[config.mk]
export PLATFORM = sky130hd
export DESIGN_NAME = student_deser16
export DESIGN_NICKNAME = d
export VERILOG_FILES = /design/src/rtl/student_deser16.sv
export SDC_FILE = /design/constraint.sdc
export NUM_CORES = 1
export LEC_CHECK = 0
export ABC_AREA = 1
export CAP_MARGIN = 20
export CORE_ASPECT_RATIO = 1.2
export CORE_MARGIN = 2
export CORE_UTILIZATION = 45
export CTS_CLUSTER_SIZE = 24
export DETAILED_ROUTE_END_ITERATION = 10
export GPL_ROUTABILITY_DRIVEN = 0
export PLACE_DENSITY_LB_ADDON = 0.25
export SLEW_MARGIN = 25
export SYNTH_ARGS = -nofsm -noshare
export SYNTH_HDL_FRONTEND = slang
export SYNTH_SLANG_ARGS = --single-unit
[constraint.sdc]
create_clock -name clk -period 1.2 [get_ports clk]
set_input_delay 0.36 -clock clk [delete_from_list [all_inputs] [get_ports clk]]
set_output_delay 0.36 -clock clk [all_outputs]
set_load 0.01 [all_outputs]
[src/rtl/student_deser16.sv]
// Bit-serial to parallel deserializer with valid/ready on both sides.
// The out_any flag is built from the student gate library OR primitives.

module student_or (
  input  logic a,
  input  logic b,
  output logic out
);
  assign out = ~(~a & ~b);
endmodule

module student_or8way (
  input  logic [7:0] in,
  output logic       out
);
  logic or01, or23, or45, or67, or03, or47;

  student_or u_or01 (.a(in[0]), .b(in[1]), .out(or01));
  student_or u_or23 (.a(in[2]), .b(in[3]), .out(or23));
  student_or u_or45 (.a(in[4]), .b(in[5]), .out(or45));
  student_or u_or67 (.a(in[6]), .b(in[7]), .out(or67));
  student_or u_or03 (.a(or01),  .b(or23),  .out(or03));
  student_or u_or47 (.a(or45),  .b(or67),  .out(or47));
  student_or u_or07 (.a(or03),  .b(or47),  .out(out));
endmodule

module student_deser16 #(
  parameter int WIDTH = 16
) (
  input  logic             clk,
  input  logic             reset,
  input  logic             in_bit,
  input  logic             in_valid,
  output logic             in_ready,
  output logic [WIDTH-1:0] out_word,
  output logic             out_any,
  output logic             out_valid,
  input  logic             out_ready,
  output logic [3:0]       bit_count
);
  // The top shift bit is never observed, so only WIDTH-1 bits are stored.
  logic [WIDTH-2:0] shift_q, shift_d;
  logic [3:0]       bit_count_q, bit_count_d;
  logic [WIDTH-1:0] out_word_q, out_word_d;
  logic             out_any_q, out_any_d;
  logic             out_valid_q, out_valid_d;

  logic [WIDTH-1:0] load_word;
  logic             any_hi, any_lo, load_any;
  logic             accept, complete, transfer;

  assign load_word = {shift_q, in_bit};

  student_or8way u_or_hi (.in(load_word[15:8]), .out(any_hi));
  student_or8way u_or_lo (.in(load_word[7:0]),  .out(any_lo));
  student_or     u_or_all (.a(any_hi), .b(any_lo), .out(load_any));

  // Only the word-completing bit can stall, and only while the output is full.
  assign in_ready = !(bit_count_q == 4'd15 && out_valid_q && !out_ready);

  always_comb begin
    shift_d     = shift_q;
    bit_count_d = bit_count_q;
    out_word_d  = out_word_q;
    out_any_d   = out_any_q;
    out_valid_d = out_valid_q;

    accept   = in_valid && in_ready;
    complete = accept && (bit_count_q == 4'd15);
    transfer = out_valid_q && out_ready;

    if (transfer) begin
      out_valid_d = 1'b0;
    end

    if (complete) begin
      out_word_d  = load_word;
      out_any_d   = load_any;
      out_valid_d = 1'b1;
      bit_count_d = 4'd0;
    end else if (accept) begin
      shift_d     = load_word[WIDTH-2:0];
      bit_count_d = bit_count_q + 4'd1;
    end
  end

  always_ff @(posedge clk) begin
    if (reset) begin
      shift_q     <= '0;
      bit_count_q <= 4'd0;
      out_word_q  <= '0;
      out_any_q   <= 1'b0;
      out_valid_q <= 1'b0;
    end else begin
      shift_q     <= shift_d;
      bit_count_q <= bit_count_d;
      out_word_q  <= out_word_d;
      out_any_q   <= out_any_d;
      out_valid_q <= out_valid_d;
    end
  end

  assign out_word  = out_word_q;
  assign out_any   = out_any_q;
  assign out_valid = out_valid_q;
  assign bit_count = bit_count_q;
endmodule

==> summary.md, run 1 <==
| Metric | Value |
|---|---|
| Run status | complete, but fails checks |
| Failing checks | negative setup slack |
| Wirelength per Cell | 10.38 um |
| Sum Neg Setup Slack | -6.155 ns |
| Register area share after synthesis | 46.76% |
| Final instance area | between 0.002 and 0.0025 sq mm |
| R2r setup slk | -0.19 ns |
| Crit-path max FO | 2 |
| Total GRT Usage | 18.73% |
| Vias per cell | ~4.7 |
| Synth cell types | 19 |
| Worst Setup End Kind | primary output |
| Num ports | 28 |
| FP Rows | 23 |
| Pre-CTS WS | -0.7368 ns |
| Top routing layer in use | met4 |
| Max-slew violations | 0 |
| Worst slew margin | about four fifths |
| Crit path kind | reg -> out |
| Reg clk slew, reported paths | 0.06 ns |
| Fillers | 295 |
| Worst Tran Pin Value | 0.3146 ns |
| CTS H-Tree Depth | 2 |
| Hold Slack | 0.4678 ns |
| Fin crit share | 121.8% |
| Required @ worst endpoint | 0.84 ns |
| Synth Register Bits | 37 |
| DP HPWL | 2031 um |
| Synth-to-layout area growth | 43.05% |
| Worst Clk Skew | roughly 0.0045 ns |
| Cts bufs inserted | 5 |
| Clk_lat worst skew | 0.29 ns |
| Largest net degree at the start of global routing | 35 |
| IR drop worst, VDD | slightly above 0.0009 V |
| Adder-cell share of the synthesized area | 0.7899% |
| Cells after Synth | 231 |
| Drt total wl | ~3300 um |
| Initial Utilization | 47.05% |
| Root buf cell | clkbuf_8 |
| Initial DRC Count | 47 |
| Routed met1 length | 1511 um |
| Vias in the first global route | around 1300 |
| Wire length on met3 | 147 um |
| Mux cell area share after synthesis | 0% |
| Met2 wire len | 1606 um |
| Ys Warns | 0 |
| Initial antenna violation count | 0 |
| Worst min-delay path category | reg -> reg |
| Syn_area_per_cell | just under 7 sq um |
| TritonCTS clock tree | done |
| P_leak | approximately 1.2 nW |
| Hold Vio Cnt, Final | 0 |
| Post-synthesis simple-gate area fraction | 33.97% |
| Grt ovf | 0 |
| RSZ-0062 raised after global routing | true |
| Drc violations | 0 |
| CP Launch Type | register |
| Max Clk Rate | 684.2 MHz |
| Die span in y | 68.99 um |
| Synth Net Count | 237 |
| Max-Cap Viols | 0 |
| Most frequent cells in the layout | 68 x nor2_1, 49 x nand2_1, 27 x dfxtp_1, 26 x inv_1, 18 x buf_2 |
| TritonRoute pass-1 iters | 4 |
| Placed cell area | around 0.0020 sq mm |
| Final ANT Viol Nets | 0 |
| Core Box Area | 0.003367 sq mm |
| PwrDens | 1037 mW/mm^2 |
| Via count | 1517 |
| Most common cell after layout, fill and taps aside | nor2_1 |
| Largest family of logic cells by synthesized area | simple AND/OR/NAND/NOR gates |
| Die ar. | 0.004012 sq mm |
| Chip width | 58.16 um |
| Final #Nets | 289 |
| N_diodes | 0 |
| Final WS setup | -0.2615 ns |
| First-pass GRT wire length | 5602 um |
| Final Critical Period | 1.462 ns |
| Clock Sinks | 37 |
| IO buf count | 27 |
| Xor/xnor share of the synthesized area | 0% |
| Total power | 2.350 mW |
| Clock Tree Buf Depth | 2 |
| Layout cells sized above 1 | 34.15% |
| Number of setup violations in the final report | 42 |
| Mapped cell area | 0.001584 sq mm |
| Critical path arrival | 1.10 ns |
| Compound-Gate Fraction of Synth Area | 7.109% |
## metrics by stage
stage                     utilization (%)  std cells
after floorplan                         -        231
after global placement              60.09        304
after detailed placement            60.09        304
after CTS                           66.82        319
after global routing                67.30        321
final                               67.30        321
## worst max-delay path: stages, from the launching register on
cell and delay (ns):
dfxtp_4 0.36, ha_4 0.14, inv_4 0.04, nor2_4 0.09
nand2_2 0.07, buf_6 0.12
## sequential cells by signal, indices dropped and copies added, names as in the netlist
| register | flops |
|---|---|
| out_word | 16 |
| shift_q | 15 |
| out_any | 1 |
| out_valid | 1 |
| bit_count | 4 |
## cells in the mapped netlist
cell	count	share of area, %
nor2_2	1	0.40
buf_2	2	0.63
nand2_2	1	0.40
o21bai_1	1	0.47
nand3_4	1	1.1
nor2_1	71	17
buf_6	3	2.1
o21ai_0	15	4.7
nand3b_1	1	0.47
clkbuf_1	1	0.24
inv_2	1	0.24
clkbuf_8	2	1.7
ha_1	1	0.79
nand2_1	54	13
nand4_1	1	0.40
a21oi_1	6	1.9
dfxtp_1	37	47
inv_1	27	6.4
nand3_1	5	1.6
## power by group
group	switching [mW]	internal, mW	total, mW
Combinational	0.120	0.110	0.230
Clock	0.404	0.412	0.816
Sequential	0.0407	1.26	1.30
## layer usage
layer | track usage [%] | up-vias
li1 | - | 804
met1 | 20.21 | 682
met2 | 33.38 | 25
met3 | 5.970 | 6
met4 | 8.721 | 0
met5 | 0 | -
## cell type report
class,instances,area [sq um],area share [%]
multi-input combinational,158,802.0,35.39
tap,37,46.29,2.043
sequential,37,758.2,33.46
clock buffer,8,80.08,3.534
timing repair buffer,53,466.7,20.60
inverter,28,112.6,4.970
## logic make-up after synthesis
| family | after synthesis |
|---|---|
| AOI/OAI and AO/OA | 22 |
| adders and majority gates | 1 |
| buffers and inverters | 36 |
| DFF | 37 |
| and+or+nand+nor | 135 |
## timing repair
item,in CTS,in global routing
resized for setup,145,19
endpoints found under the setup margin,59,48
gates cloned,1,0
endpoints found under the hold margin,0,0
setup buffers,6,4
hold buffers,0,0
pin swaps,9,2
## path summary, 6_finish.rpt
kind / from / end / depth (start not counted)
worst min-delay path: shift_q[14]$_SDFFE_PP0P_ / shift_q[14]$_SDFFE_PP0P_ / 2
worst max-delay path: bit_count[0]$_SDFFE_PP0N_ / in_ready / 5
worst min register to register: shift_q[14]$_SDFFE_PP0P_ / shift_q[14]$_SDFFE_PP0P_ / 2
worst max register to register: bit_count[0]$_SDFFE_PP0N_ / out_word[4]$_SDFFE_PP0P_ / 10
(Power assumes the default switching activity.)
==> run 2, diff against run 1 <==
--- a/config.mk
+++ b/config.mk
@@ -13,6 +13,7 @@
 export CTS_CLUSTER_SIZE = 24
 export DETAILED_ROUTE_END_ITERATION = 10
 export GPL_ROUTABILITY_DRIVEN = 0
+export MAX_ROUTING_LAYER = met4
 export PLACE_DENSITY_LB_ADDON = 0.25
 export SLEW_MARGIN = 25
 export SYNTH_ARGS = -nofsm -noshare
==> run 2 against run 1 <==
  * The run still ends with negative setup slack left
  * Critical path depth is the same
  * Global-route usage rose by 0.53 points
  * Core utilization unchanged
  * Sequential share of layout area stayed put
==> summary.md, run 2 (same netlist as run 1, synthesis figures left out) <==
| Metric | Value |
|---|---|
| Run status | complete, but fails checks |
| Failing checks | negative setup slack |
| Reg clk slew, reported paths | 0.06 ns (about the same) |
| First-pass GRT wire length | 5595 um (-0.12%) |
| Wirelength per Cell | 10.39 um (+0.12%) |
| Final instance area | 0.002266 sq mm (unchanged) |
| N_diodes | 0 (unchanged) |
| Die span in y | 68.99 um (unchanged) |
| Final ANT Viol Nets | 0 (unchanged) |
| Worst Clk Skew | 0.004329 ns (-0.0002153 ns) |
| Placed cell area | 0.002023 sq mm (unchanged) |
| Max Clk Rate | 684.3 MHz (about the same) |
| DP HPWL | 2031 um (unchanged) |
| Max-slew violations | 0 (unchanged) |
| PwrDens | 1039 mW/mm^2 (+0.13%) |
| Sum Neg Setup Slack | -6.132 ns (+0.02287 ns) |
| Synth-to-layout area growth | 43.05% (unchanged) |
| Crit path kind | reg -> out |
| IO buf count | 27 (unchanged) |
| Grt ovf | 0 (unchanged) |
| TritonRoute pass-1 iters | 4 (unchanged) |
| RR Endpoint | shift_q[6]$_SDFFE_PP0P_ |
| FP Rows | 23 (unchanged) |
| Family with the most delay on the worst path | flip-flops |
| Critical Path Stages | 5 (unchanged) |
| CP startpoint | bit_count[0]$_SDFFE_PP0N_ |
| Chip width | 58.16 um (unchanged) |
| CP Cell Sequence | ha_4 > inv_4 > nor2_4 > nand2_2 > buf_6 |
| Worst R2R Start | bit_count[0]$_SDFFE_PP0N_ |
| IR drop worst, VDD | 0.0009116 V (+0.50%) |
| Die ar. | 0.004012 sq mm (unchanged) |
| Worst reg-to-reg path cell count | 8 (-2) |
| Finished Layout Cells | 321 (unchanged) |
| Crit-path slowest cell | dfxtp_4 |
| Most common cell after layout, fill and taps aside | nor2_1 |
| Num ports | 28 (unchanged) |
| Max-Cap Viols | 0 (unchanged) |
| Number of setup violations in the final report | 42 (unchanged) |
| Initial antenna violation count | 0 (unchanged) |
| Worst min-delay path category | reg -> reg |
| Required @ worst endpoint | 0.84 ns (about the same) |
| R2r setup slk | -0.19 ns (about the same) |
| Worst Setup End Kind | primary output |
| Placed Cells | 304 (unchanged) |
| Worst Tran Pin Value | 0.3153 ns (+0.0007231 ns) |
| Fillers | 295 (unchanged) |
| RSZ-0062 raised after global routing | true |
| Crit path capture | in_ready |
| Via count | 1528 (+0.73%) |
| Hold Vio Cnt, Final | 0 (unchanged) |
| Most frequent cells in the layout | 68 x nor2_1, 49 x nand2_1, 27 x dfxtp_1, 26 x inv_1, 18 x buf_2 |
| Vias in the first global route | 1293 (+0.077%) |
| Layout cells sized above 1 | 34.15% (unchanged) |
| P_leak | 1.153 nW (unchanged) |
| Crit-path max FO | 2 (unchanged) |
| CTS H-Tree Depth | 2 (unchanged) |
| Max incr delay on CP | 0.36 ns (about the same) |
| Drt total wl | 3336 um (+0.12%) |
| Final #Nets | 289 (unchanged) |
| Clock Sinks | 37 (unchanged) |
| Drc violations | 0 (unchanged) |
| Largest net degree at the start of global routing | 35 (unchanged) |
| Final WS setup | -0.2614 ns (+0.00009000 ns) |
| Worst slew margin | 78.98% (about the same) |
| Final Critical Period | 1.461 ns (-0.00009000 ns) |
| Fin crit share | 121.8% (about the same) |
| Initial DRC Count | 48 (+2.1%) |
| Max reg flops | 16 (unchanged) |
| Total GRT Usage | 19.27% (+0.53 points) |
| Root buf cell | clkbuf_8 |
| Clock Tree Buf Depth | 2 (unchanged) |
| Initial Utilization | 47.05% (unchanged) |
| Vias per cell | 4.760 (+0.73%) |
| CP Launch Type | register |
| TritonCTS clock tree | done |
| CP bufs+invs | 2 (unchanged) |
| Cts bufs inserted | 5 (unchanged) |
| Pre-CTS WS | -0.7368 ns (unchanged) |
| Clk_lat worst skew | 0.29 ns (about the same) |
| CTS Hold Buffers Added | 0 (unchanged) |
| Core Box Area | 0.003367 sq mm (unchanged) |
| Critical path arrival | 1.10 ns (about the same) |
[run 2: cell counts in the layout (fill, tap and decap cells not counted)]
Identical to the previous run, type by type.
[run 2: per-stage QoR]
step	power, mW	utilization, %	hold slack, ns
6_report	2.353	67.30	0.4701
5_1_grt	2.455	67.30	0.5075
4_1_cts	2.364	66.82	0.4742
3_5_place_dp	1.510	60.09	0.4626
3_3_place_gp	1.505	60.09	0.4554
2_1_floorplan	1.432	-	0.4447
[run 2: report_power, final]
part / leakage, nW / internal (mW) / switching [mW]
combinational: 0.806 / 0.110 / 0.120
sequential: 0.307 / 1.26 / 0.0411
clock: 0.0395 / 0.412 / 0.405
total: 1.15 / 1.79 / 0.567
[run 2: what timing repair did]
action / CTS / global route
pin swaps: 9 / 2
endpoints found under the setup margin: 59 / 48
setup buffers: 6 / 4
cloned: 1 / 0
resized for setup: 145 / 19
[run 2: worst min-delay path by stage]
stage,start,end,slack [ns],cells past startpoint
global route,shift_q[14]$_SDFFE_PP0P_,shift_q[14]$_SDFFE_PP0P_,0.51,2
global placement,shift_q[14]$_SDFFE_PP0P_,shift_q[14]$_SDFFE_PP0P_,0.46,2
CTS,shift_q[14]$_SDFFE_PP0P_,shift_q[14]$_SDFFE_PP0P_,0.47,2
floorplan,shift_q[14]$_SDFFE_PP0P_,shift_q[14]$_SDFFE_PP0P_,0.44,2
detailed placement,shift_q[14]$_SDFFE_PP0P_,shift_q[14]$_SDFFE_PP0P_,0.46,2
finish,shift_q[14]$_SDFFE_PP0P_,shift_q[14]$_SDFFE_PP0P_,0.47,2
[run 2: routing by layer]
metal / vias to the layer above / track usage [%] / share of wire [%]
met5: - / - / 0
met4: 0 / 8.721 / 2.1
met3: 8 / 5.970 / 5.1
met1: 686 / 20.21 / 44
li1: 806 / - / -
met2: 28 / 33.38 / 49
[run 2: area by class of cell]
| cell class | count | area (sq um) | area share (%) |
|---|---|---|---|
| sequential | 37 | 758.2 | 33.46 |
| multi-input combinational | 158 | 802.0 | 35.39 |
| timing repair buffer | 53 | 466.7 | 20.60 |
| inverter | 28 | 112.6 | 4.970 |
| clock buffer | 8 | 80.08 | 3.534 |
| tap | 37 | 46.29 | 2.043 |
[run 2: worst reg2reg max path: cells and delay by family (launching register included)]
kind            cells  cell delay (ns)
fa+ha+maj           1             0.16
flops               1             0.35
buf+inv             3             0.39
compound gates      1             0.14
simple gates        3             0.24
==> run 3, diff against run 2 <==
--- a/config.mk
+++ b/config.mk
@@ -5,7 +5,6 @@
 export SDC_FILE = /design/constraint.sdc
 export NUM_CORES = 1
 export LEC_CHECK = 0
-export ABC_AREA = 1
 export CAP_MARGIN = 20
 export CORE_ASPECT_RATIO = 1.2
 export CORE_MARGIN = 2
@@ -15,7 +14,7 @@
 export GPL_ROUTABILITY_DRIVEN = 0
 export MAX_ROUTING_LAYER = met4
 export PLACE_DENSITY_LB_ADDON = 0.25
-export SLEW_MARGIN = 25
+export SLEW_MARGIN = 20
 export SYNTH_ARGS = -nofsm -noshare
 export SYNTH_HDL_FRONTEND = slang
 export SYNTH_SLANG_ARGS = --single-unit
==> run 3 against run 2 <==
  * Register-to-register slack got worse by 0.09 ns
  * Cell count is 13% lower
  * Core utilization increased by 12 points
  * Maximum frequency shrank 2.3%
  * Total power grew 6.8%
  * Largest power group unchanged
  * Combinational power fell by 7%
  * The flow still finishes with violations (negative setup slack)
  * Die area fell by 2.9%
  * Final area increased by 15%
==> summary.md, run 3 <==
| Metric | Value |
|---|---|
| Run status | complete, but fails checks |
| Failing checks | negative setup slack |
| Ys Warns | 0 (unchanged) |
| Asr flop ratio synth | 0% (unchanged) |
| Clock Sinks | 37 (unchanged) |
| Number of setup violations in the final report | 43 (+2.4%) |
| CP Launch Type | register |
| Most common cell after layout, fill and taps aside | buf_4 |
| Synth area leaders | dfxtp_1 48%, a21oi_1 11%, o21ai_0 11% |
| Root buf cell | clkbuf_8 |
| Required @ worst endpoint | 0.84 ns (about the same) |
| Wirelength per Cell | 19.32 um (+86%) |
| P_leak | 0.9335 nW (-19%) |
| Max Clk Rate | 668.6 MHz (-2.3%) |
| Synth top cells by count | 37 x dfxtp_1, 35 x a21oi_1, 34 x o21ai_0 |
| TritonRoute pass-1 iters | 4 (unchanged) |
| Critical path arrival | 1.14 ns (+0.04 ns) |
| Chip width | 57.30 um (-1.5%) |
| Most frequent cells in the layout | 24 x buf_4, 23 x dfxtp_1, 22 x a21oi_1, 21 x nand3_1, 20 x o21ai_2 |
| Fin crit share | 124.6% (+2.9 points) |
| Num ports | 28 (unchanged) |
| CTS H-Tree Depth | 2 (unchanged) |
| Total power | 2.514 mW (+6.8%) |
| Max-slew violations | 0 (unchanged) |
| Drt total wl | 5390 um (+62%) |
| Cell taking the most area after synthesis | dfxtp_1 |
| PwrDens | 963.7 mW/mm^2 (-7.2%) |
| Fillers | 207 (-30%) |
| Crit path kind | reg -> out |
| Number of enable flip-flop cells after synthesis | 0 (unchanged) |
| Final #Nets | 247 (-15%) |
| Reg clk slew, reported paths | 0.07 ns (about the same) |
| Layout cells sized above 1 | 61.57% (+27 points) |
| Worst min-delay path category | reg -> reg |
| IO buf count | 27 (unchanged) |
| Register area share after synthesis | 48.29% (+1.5 points) |
| First-pass GRT wire length | 7479 um (+34%) |
| Synth cell types | 25 (+6) |
| N_diodes | 0 (unchanged) |
| Hold Slack | 0.4563 ns (-0.01373 ns) |
| CTS Hold Buffers Added | 0 (unchanged) |
| Total GRT Usage | 26.56% (+7.3 points) |
| Grt ovf | 0 (unchanged) |
| Mapped cell area | 0.001534 sq mm (-3.2%) |
| Synth Register Bits | 37 (unchanged) |
| Initial DRC Count | 110 (+130%) |
| Max-Cap Viols | 0 (unchanged) |
| Drc violations | 0 (unchanged) |
| Initial Utilization | 46.35% (-0.69 points) |
| Synth Net Count | 188 (-21%) |
| Crit-path max FO | 2 (unchanged) |
| Final WS setup | -0.2957 ns (-0.03422 ns) |
| Placed Cells | 252 (-17%) |
| Vias in the first global route | 1557 (+20%) |
| Finished Layout Cells | 279 (-13%) |
| Synth-to-layout area growth | 70.07% |
| Most instantiated library cell after synthesis | dfxtp_1 |
| Worst Setup End Kind | primary output |
| RSZ-0062 raised after global routing | true |
| Met3 usage | 6.427% (+0.46 points) |
| Final ANT Viol Nets | 0 (unchanged) |
| FP Rows | 23 (unchanged) |
| M2 GR Usage | 43.82% (+10 points) |
| Vias per cell | 6.129 (+29%) |
| Worst Tran Pin Value | 0.3066 ns (-0.008713 ns) |
| Die span in y | 67.96 um (-1.5%) |
| Synth top area share | 48.29% (+1.5 points) |
| Synth Flop Type | dfxtp_1 |
| Clk_lat worst skew | 0.30 ns (about the same) |
| Largest net degree at the start of global routing | 22 (-37%) |
| Core Box Area | 0.003309 sq mm (-1.7%) |
| Cts bufs inserted | 5 (unchanged) |
| Worst slew margin | 79.37% (+0.39 points) |
| IR drop worst, VDD | 0.001005 V (+10%) |
| TritonCTS clock tree | done |
| Syn_area_per_cell | 8.428 sq um (+23%) |
| Die ar. | 0.003894 sq mm (-2.9%) |
| Cells after Synth | 182 (-21%) |
| DP HPWL | 2739 um (+35%) |
| Clock Tree Buf Depth | 2 (unchanged) |
| Initial antenna violation count | 0 (unchanged) |
| Hold Vio Cnt, Final | 0 (unchanged) |
| Via count | 1710 (+12%) |
| Final Critical Period | 1.496 ns (+0.03422 ns) |
| GRT busiest layer | met2 |
| Worst Clk Skew | 0.004752 ns (+0.0004227 ns) |
| Max reg flops | 16 (unchanged) |
| Met1 Use GR | 28.99% (+8.8 points) |
run 3: cell types whose count changed after synthesis, sizes merged, moves of 19 or more:
cell / previous run / this run
o21ai: 15 / 34
nor2: 72 / 2
nand3: 6 / 32
a21oi: 6 / 35
inv: 28 / 2
nand2: 55 / 1
run 3: power by group:
group | internal (mW) | switching [mW] | leakage, nW | total, mW
Sequential | 1.24 | 0.0132 | 0.306 | 1.25
Combinational | 0.103 | 0.111 | 0.571 | 0.214
Clock | 0.594 | 0.456 | 0.0566 | 1.05
run 3: critical path, stage by stage (launching register included):
cell     delay, ns
dfxtp_4       0.36
ha_4          0.13
and3_4        0.19
nand2_4       0.05
buf_6         0.11
run 3: metal layers:
| layer | vias up | routed length, um |
|---|---|---|
| met2 | 62 | 2806 |
| met1 | 839 | 2140 |
| met5 | - | 0 |
| met3 | 20 | 249 |
| met4 | 0 | 194 |
| li1 | 789 | - |
run 3: final cells by class:
| cell class | count | area, sq um | share of cell area (%) |
|---|---|---|---|
| tap | 37 | 46.29 | 1.775 |
| multi-input combinational | 125 | 1032 | 39.57 |
| sequential | 37 | 763.2 | 29.26 |
| timing repair buffer | 70 | 644.4 | 24.70 |
| inverter | 2 | 11.26 | 0.4317 |
| clock buffer | 8 | 111.4 | 4.269 |
run 3: stage by stage:
stage / area (sq um) / TNS, ns / setup slack (ns) / utilization, %
6_report: 2609 / -6.692 / -0.2957 / 78.83
2_1_floorplan: 1659 / -0.4873 / -0.03854 / -
3_3_place_gp: 2057 / -17.78 / -0.8026 / 62.16
3_5_place_dp: 2057 / -19.44 / -0.8115 / 62.16
4_1_cts: 2311 / -3.422 / -0.2996 / 69.83
5_1_grt: 2609 / -8.325 / -0.3347 / 78.83
run 3: path summary, 6_finish.rpt:
check                       startpoint                       end  slack (ns)  depth (start not counted)
min           out_word[7]$_SDFFE_PP0P_  out_word[7]$_SDFFE_PP0P_        0.46                          2
max          bit_count[1]$_SDFFE_PP0N_                  in_ready       -0.30                          4
max reg2reg  bit_count[1]$_SDFFE_PP0N_  out_word[5]$_SDFFE_PP0P_       -0.28                          7
min reg2reg   out_word[7]$_SDFFE_PP0P_  out_word[7]$_SDFFE_PP0P_        0.46                          2
run 3: logic make-up after synthesis:
logic type / share of synthesized area, %
AO/OA/AOI/OAI: 25.77
AND/OR/NAND/NOR: 17.94
flip-flops: 48.29
buffers and inverters: 6.525
multiplexers: 0.6526
adder cells (fa/ha/maj): 0.8155
run 3: timing repair:
| action | in CTS | in global routing |
|---|---|---|
| gates cloned | 2 | 0 |
| resized for setup | 133 | 79 |
| setup endpoints to repair | 59 | 48 |
| buffers inserted | 8 | 11 |
| pin swaps | 8 | 15 |
